### src/rtl/free_list.sv
// -----------------------------------------------------------------------------
// free_list
//   Physical-register free list for a two-wide rename stage. Free registers are
//   held in a circular FIFO. The two oldest entries are offered combinationally
//   for allocation, and up to two registers come back per cycle from retire.
//
//   Build option: define FREE_LIST_CHECK_EN to keep an in-list vector. With it,
//   a free of a register already in the list, or of an out-of-range index, is
//   dropped and flags err_o.
//
// Ports
//   clk_i          clock, all state changes on the rising edge
//   rst_n_i        synchronous active-low reset
//   en_alloc0_i    rename consumes alloc_preg0_o this cycle
//   en_alloc1_i    rename consumes alloc_preg1_o this cycle
//   alloc_preg0_o  next free physical register (fifo[head])
//   alloc_preg1_o  free register after alloc_preg0_o (fifo[head+1])
//   en_free0_i     retire slot 0 returns free_preg0_i
//   en_free1_i     retire slot 1 returns free_preg1_i
//   free_preg0_i   register returned by retire slot 0
//   free_preg1_i   register returned by retire slot 1
//   stall_o        fewer than two registers are free; allocations are ignored
//   free_count_o   number of free registers
//   err_o          sticky: a free was dropped (overflow, or duplicate/range
//                  violation when checking is built in)
// -----------------------------------------------------------------------------
module free_list #(
    parameter int NUM_P_REGS = 64,
    parameter int NUM_A_REGS = 32
) (
    input  logic                          clk_i,
    input  logic                          rst_n_i,
    input  logic                          en_alloc0_i,
    input  logic                          en_alloc1_i,
    output logic [$clog2(NUM_P_REGS)-1:0] alloc_preg0_o,
    output logic [$clog2(NUM_P_REGS)-1:0] alloc_preg1_o,
    input  logic                          en_free0_i,
    input  logic                          en_free1_i,
    input  logic [$clog2(NUM_P_REGS)-1:0] free_preg0_i,
    input  logic [$clog2(NUM_P_REGS)-1:0] free_preg1_i,
    output logic                          stall_o,
    output logic [$clog2(NUM_P_REGS):0]   free_count_o,
    output logic                          err_o
);

    localparam int PW       = $clog2(NUM_P_REGS);
    localparam int CW       = PW + 1;
    localparam int NUM_INIT = NUM_P_REGS - NUM_A_REGS;

    // Register 0 is never returned, so at most NUM_P_REGS-1 entries are free.
    localparam logic [CW-1:0] CNT_MAX = CW'(NUM_P_REGS - 1);

    logic [PW-1:0] fifo_q [NUM_P_REGS];
    logic [PW-1:0] head_q;
    logic [PW-1:0] tail_q;
    logic [CW-1:0] count_q;
    logic          err_q;

    logic          stall;
    logic [1:0]    n_pop;
    logic [1:0]    acc;
    logic [1:0]    n_acc;
    logic          err_set;
    logic          bad;
    logic [CW-1:0] cnt_run;
    logic [PW-1:0] tail_slot1;
    logic          fen [2];
    logic [PW-1:0] fpr [2];

    // Pointer advance modulo NUM_P_REGS; also correct for non-power-of-two depths.
    function automatic logic [PW-1:0] ptr_add(input logic [PW-1:0] ptr, input logic [1:0] inc);
        logic [PW:0] sum;
        sum = {1'b0, ptr} + (PW+1)'(inc);
        if (sum >= (PW+1)'(NUM_P_REGS)) sum = sum - (PW+1)'(NUM_P_REGS);
        return sum[PW-1:0];
    endfunction

`ifdef FREE_LIST_CHECK_EN
    logic [NUM_P_REGS-1:0] in_list_q;
    logic [NUM_P_REGS-1:0] in_list_nxt;
`endif

    // Allocation view: zero-latency, straight from registered state.
    always_comb begin
        alloc_preg0_o = fifo_q[head_q];
        alloc_preg1_o = fifo_q[ptr_add(head_q, 2'd1)];
        stall         = (count_q < CW'(2));
        stall_o       = stall;
        free_count_o  = count_q;
        err_o         = err_q;
    end

    // Pops: a lone en_alloc1_i still only consumes the head entry.
    always_comb begin
        // NOTE: every combinational output gets a default before any branch, so no latch is inferred.
        n_pop = 2'd0;
        if (!stall) begin
            if (en_alloc0_i && en_alloc1_i)      n_pop = 2'd2;
            else if (en_alloc0_i || en_alloc1_i) n_pop = 2'd1;
        end
    end

    // Frees: slot 0 is considered before slot 1. The capacity check sees the
    // count after this cycle's pops and after any earlier accepted slot.
    always_comb begin
        fen[0]  = en_free0_i;
        fen[1]  = en_free1_i;
        fpr[0]  = free_preg0_i;
        fpr[1]  = free_preg1_i;
        acc     = 2'b00;
        err_set = 1'b0;
        bad     = 1'b0;
        cnt_run = count_q - CW'(n_pop);
`ifdef FREE_LIST_CHECK_EN
        // Registers leaving at the head this cycle are no longer in the list,
        // so freeing one back in the same cycle is legal.
        in_list_nxt = in_list_q;
        if (n_pop != 2'd0) in_list_nxt[alloc_preg0_o] = 1'b0;
        if (n_pop == 2'd2) in_list_nxt[alloc_preg1_o] = 1'b0;
`endif
        for (int s = 0; s < 2; s++) begin
            if (fen[s] && fpr[s] != '0) begin
                bad = 1'b0;
`ifdef FREE_LIST_CHECK_EN
                bad = ({1'b0, fpr[s]} >= CW'(NUM_P_REGS)) || in_list_nxt[fpr[s]];
`endif
                if (bad || cnt_run >= CNT_MAX) begin
                    err_set = 1'b1;
                end else begin
                    acc[s]  = 1'b1;
                    cnt_run = cnt_run + CW'(1);
`ifdef FREE_LIST_CHECK_EN
                    in_list_nxt[fpr[s]] = 1'b1;
`endif
                end
            end
        end
        n_acc      = {1'b0, acc[0]} + {1'b0, acc[1]};
        tail_slot1 = acc[0] ? ptr_add(tail_q, 2'd1) : tail_q;
    end

    always_ff @(posedge clk_i) begin
        // NOTE: sequential state uses non-blocking assignments so every register samples pre-edge values.
        if (!rst_n_i) begin
            // NOTE: the FIFO storage is reset because it must come up holding the initial free registers.
            for (int i = 0; i < NUM_P_REGS; i++) begin
                fifo_q[i] <= (i < NUM_INIT) ? PW'(NUM_A_REGS + i) : '0;
            end
            head_q  <= '0;
            tail_q  <= PW'(NUM_INIT);
            count_q <= CW'(NUM_INIT);
            err_q   <= 1'b0;
        end else begin
            if (acc[0]) fifo_q[tail_q]     <= free_preg0_i;
            if (acc[1]) fifo_q[tail_slot1] <= free_preg1_i;
            head_q  <= ptr_add(head_q, n_pop);
            tail_q  <= ptr_add(tail_q, n_acc);
            count_q <= cnt_run;
            if (err_set) err_q <= 1'b1;
        end
    end

`ifdef FREE_LIST_CHECK_EN
    always_ff @(posedge clk_i) begin
        if (!rst_n_i) begin
            for (int i = 0; i < NUM_P_REGS; i++) begin
                in_list_q[i] <= (i >= NUM_A_REGS);
            end
        end else begin
            in_list_q <= in_list_nxt;
        end
    end
`endif

endmodule

### config.mk
export PLATFORM = sky130hd
export DESIGN_NAME = free_list
export DESIGN_NICKNAME = d
export VERILOG_FILES = /design/src/rtl/free_list.sv
export SDC_FILE = /design/constraint.sdc
export NUM_CORES = 1
export LEC_CHECK = 0
export CAP_MARGIN = 10
export CORE_MARGIN = 2
export CORE_UTILIZATION = 39
export CTS_CLUSTER_SIZE = 12
export DETAILED_ROUTE_END_ITERATION = 6
export SLEW_MARGIN = 0
export SYNTH_ARGS = -nofsm -noshare
export SYNTH_HDL_FRONTEND = slang
export SYNTH_SLANG_ARGS = --single-unit
### constraint.sdc
create_clock -name clk_i -period 5.7 [get_ports clk_i]
set_input_delay 1.14 -clock clk_i [delete_from_list [all_inputs] [get_ports clk_i]]
set_output_delay 1.14 -clock clk_i [all_outputs]
set_load 0.02 [all_outputs]
==> results.cfg <==
[outcome]
status = complete, no violations

[logic_synthesis]
async_reset_ff_share_pct = 0
synth_nets = 2099
synth_cell_types = 72
synth_top_family_by_area = multiplexers
synthDominantAreaCellType = edfxtp_1
synthXorXnorAreaFrac_pct = 0.840
syn_area_mm2 = 0.0267
synthTopCellsByCount = edfxtp_1, mux2i_1, nand2_1
postSynthCellCount = 2067
ys_seq_area_share_pct = 44.7
synthAdderAreaFrac_pct = 0.741
yosysMostFrequentCell = edfxtp_1
synth_area_leaders = edfxtp_1, mux4_2, mux2i_1, nand2_1, nor2_1
synth-simple-area-share_pct = 12.4
ys_ff_latch = 404
synth_area_per_cell_um2 = 12.9
ys.warnings.count = 0
synth_compound_area_share_pct = 3.15
yosysTopAreaCellShare_pct = 43.2
ys.flop_type = edfxtp_1
synth_edf_count = 384
muxShareOfSynthArea_pct = 34.2

[power_and_ir_drop]
finalPower_mw = 11.5
power.density_mw_per_mm2 = 376
peakVddDrop_mv = 0.291
leakage_nw = 11.0

[worst_setup_path]
crit_type = reg2reg
worstPathRequired_ps = 6010
cp_max_fo = 17
cp_num_buf_inv = 7
path_delay_family = simple AND/OR/NAND/NOR gates
end_kind = flop
r2r_setup_slack_ps = 340
crit_path_max_incr_delay_ps = 630
cp.arrival_ps = 5670
startpoint_type = flop
slowest_stage = or4_1

[timing]
tightest_slew_ps = 1160
rsz0062_at_grt = false
worst_slack_ps = 339
post-route-min-period_ps = 5360
setup_viol = 0
clock_skew_ps = 19.0
clock.fmax_mhz = 187
hold_viol_final = 0
slew_viol_final = 0
finalCritPeriodShare_pct = 94.1
maxSlewHeadroom_pct = 22.9

[grt]
groute.usage.overall_pct = 26.8
grt_start_max_net_pins = 107
grt_pass1_wl_mm = 137
antenna_found_initial = 2
grt_pass1_vias = 19700
grt.overflow.total = 0

[hold_path]
hp-class = reg2reg

[detailed_routing]
vias_per_cell = 6.54
dr.pass1.iters = 6
routedLengthMet1_mm = 35.9
drt_iter0_markers = 2783
route.vias.total = 19900
drc = 0
route.met2.wl_mm = 42.8
dr_wl_met3_mm = 11.0
top_layer = met5
antenna_left = 0
wl_per_cell_um = 31.1
routed_wl_mm = 94.8

[placed_design]
place.port_buffers = 38
place_ws_ps = -167
dpl_cell_area_mm2 = 0.0289
gp_congestion = 0.919
dp_hpwl_mm = 63.2

[layout]
fin_util_pct = 45.5
final_area_mm2 = 0.0306
layout.nets = 2170
drive_above_1_share_pct = 27.9
syn_to_final_growth_pct = 14.9
num-fill-cells = 5950

[clock_network]
cts_buffer_depth = 3
cts_buffers = 49
root_buffer = clkbuf_16
clk_latency_ps = 610
htree_levels = 2
cts_tree = yes
clk_pin_slew_ps = 60
cts.sinks = 404
cts_hold_buffers = 0

[floorplan]
io_pins = 39
die_w_um = 265
core_mm2 = 0.0674
dieArea_mm2 = 0.0705
initial_core_util_pct = 39.6
die_h_um = 265
fp-row-count = 95

[run]
max_cap_viol_count = 0
==> layout by cell type (no fill, tap or decap), types with 8 or more instances in the layout <==
master             n
ha_1              10
mux4_2           252
clkinv_2          10
clkbuf_16         51
clkdlybuf4s50_1   31
a32o_1            24
mux2i_1          338
nor2_1           177
buf_4            189
nand2_1          259
xnor2_1           10
nand3_1           81
edfxtp_1         384
a21oi_1           20
and3_1            13
and4_1            16
nor2b_1           10
nor3_1            12
nand3_2           11
nand4_2           11
or3_1             30
buf_12            13
nand4_1            9
dfxtp_1           17
inv_1             18
and2_1             8
clkbuf_1           8
a31oi_1           12
nand3b_1          22
==> cell families after synthesis <==
| group | Yosys count |
|---|---|
| simple gates | 683 |
| fa+ha+maj | 14 |
| buf+inv | 245 |
| xor+xnor | 23 |
| flops | 404 |
| compound gates | 103 |
| mux | 595 |
==> per-stage QoR <==
stage	TNS [ps]	hold slack, ps	std cells
finish	0	493	3050
global route	0	514	3049
CTS	0	495	3049
detailed placement	-24310	468	2960
global placement	-5400	480	2959
floorplan	0	584	2067
==> repair_timing <==
item                       4_1_cts  5_1_grt
resized for setup                0        2
hold endpoints to repair         0        0
setup endpoints to repair        0       12
buffers inserted                 0        0
==> report_power, final <==
| part | total [mW] | internal, mW | switching [mW] |
|---|---|---|---|
| Combinational | 4.58 | 1.96 | 2.63 |
| Clock | 3.35 | 2.04 | 1.31 |
| Sequential | 3.58 | 3.41 | 0.162 |
==> sequential cells by signal, indices dropped and copies added, names as in the netlist <==
register and cells:
free_count_o 7, err_o 1, head_q 6, tail_q 6, fifo_q 384
==> layout make-up <==
cell class	count	area (um^2)	area share (%)
Multi-Input combinational cell	1418	13800	45.0
Sequential cell	404	11900	39.0
Timing Repair Buffer	240	2020	6.61
Clock buffer	66	1400	4.58
Tap cell	873	1090	3.56
Clock inverter	23	303	0.988
Inverter	25	100	0.327
Antenna cell	1	2.50	0.00817
==> layer usage <==
| layer | track usage (%) | vias up |
|---|---|---|
| met5 | 0 | - |
| met4 | 12.9 | 4 |
| met3 | 6.86 | 305 |
| met2 | 41.5 | 1369 |
| met1 | 35.3 | 10100 |
| li1 | - | 8183 |
==> worst paths after layout <==
path	startpoint	depth (start not counted)	end
worst max-delay path	free_count_o[5]	25	fifo_q[31][2]
worst min-delay path	err_o	1	err_o
worst max register to register	free_count_o[5]	25	fifo_q[31][2]
worst min register to register	err_o	1	err_o
Note: power is estimated with default switching activity, not from simulation.
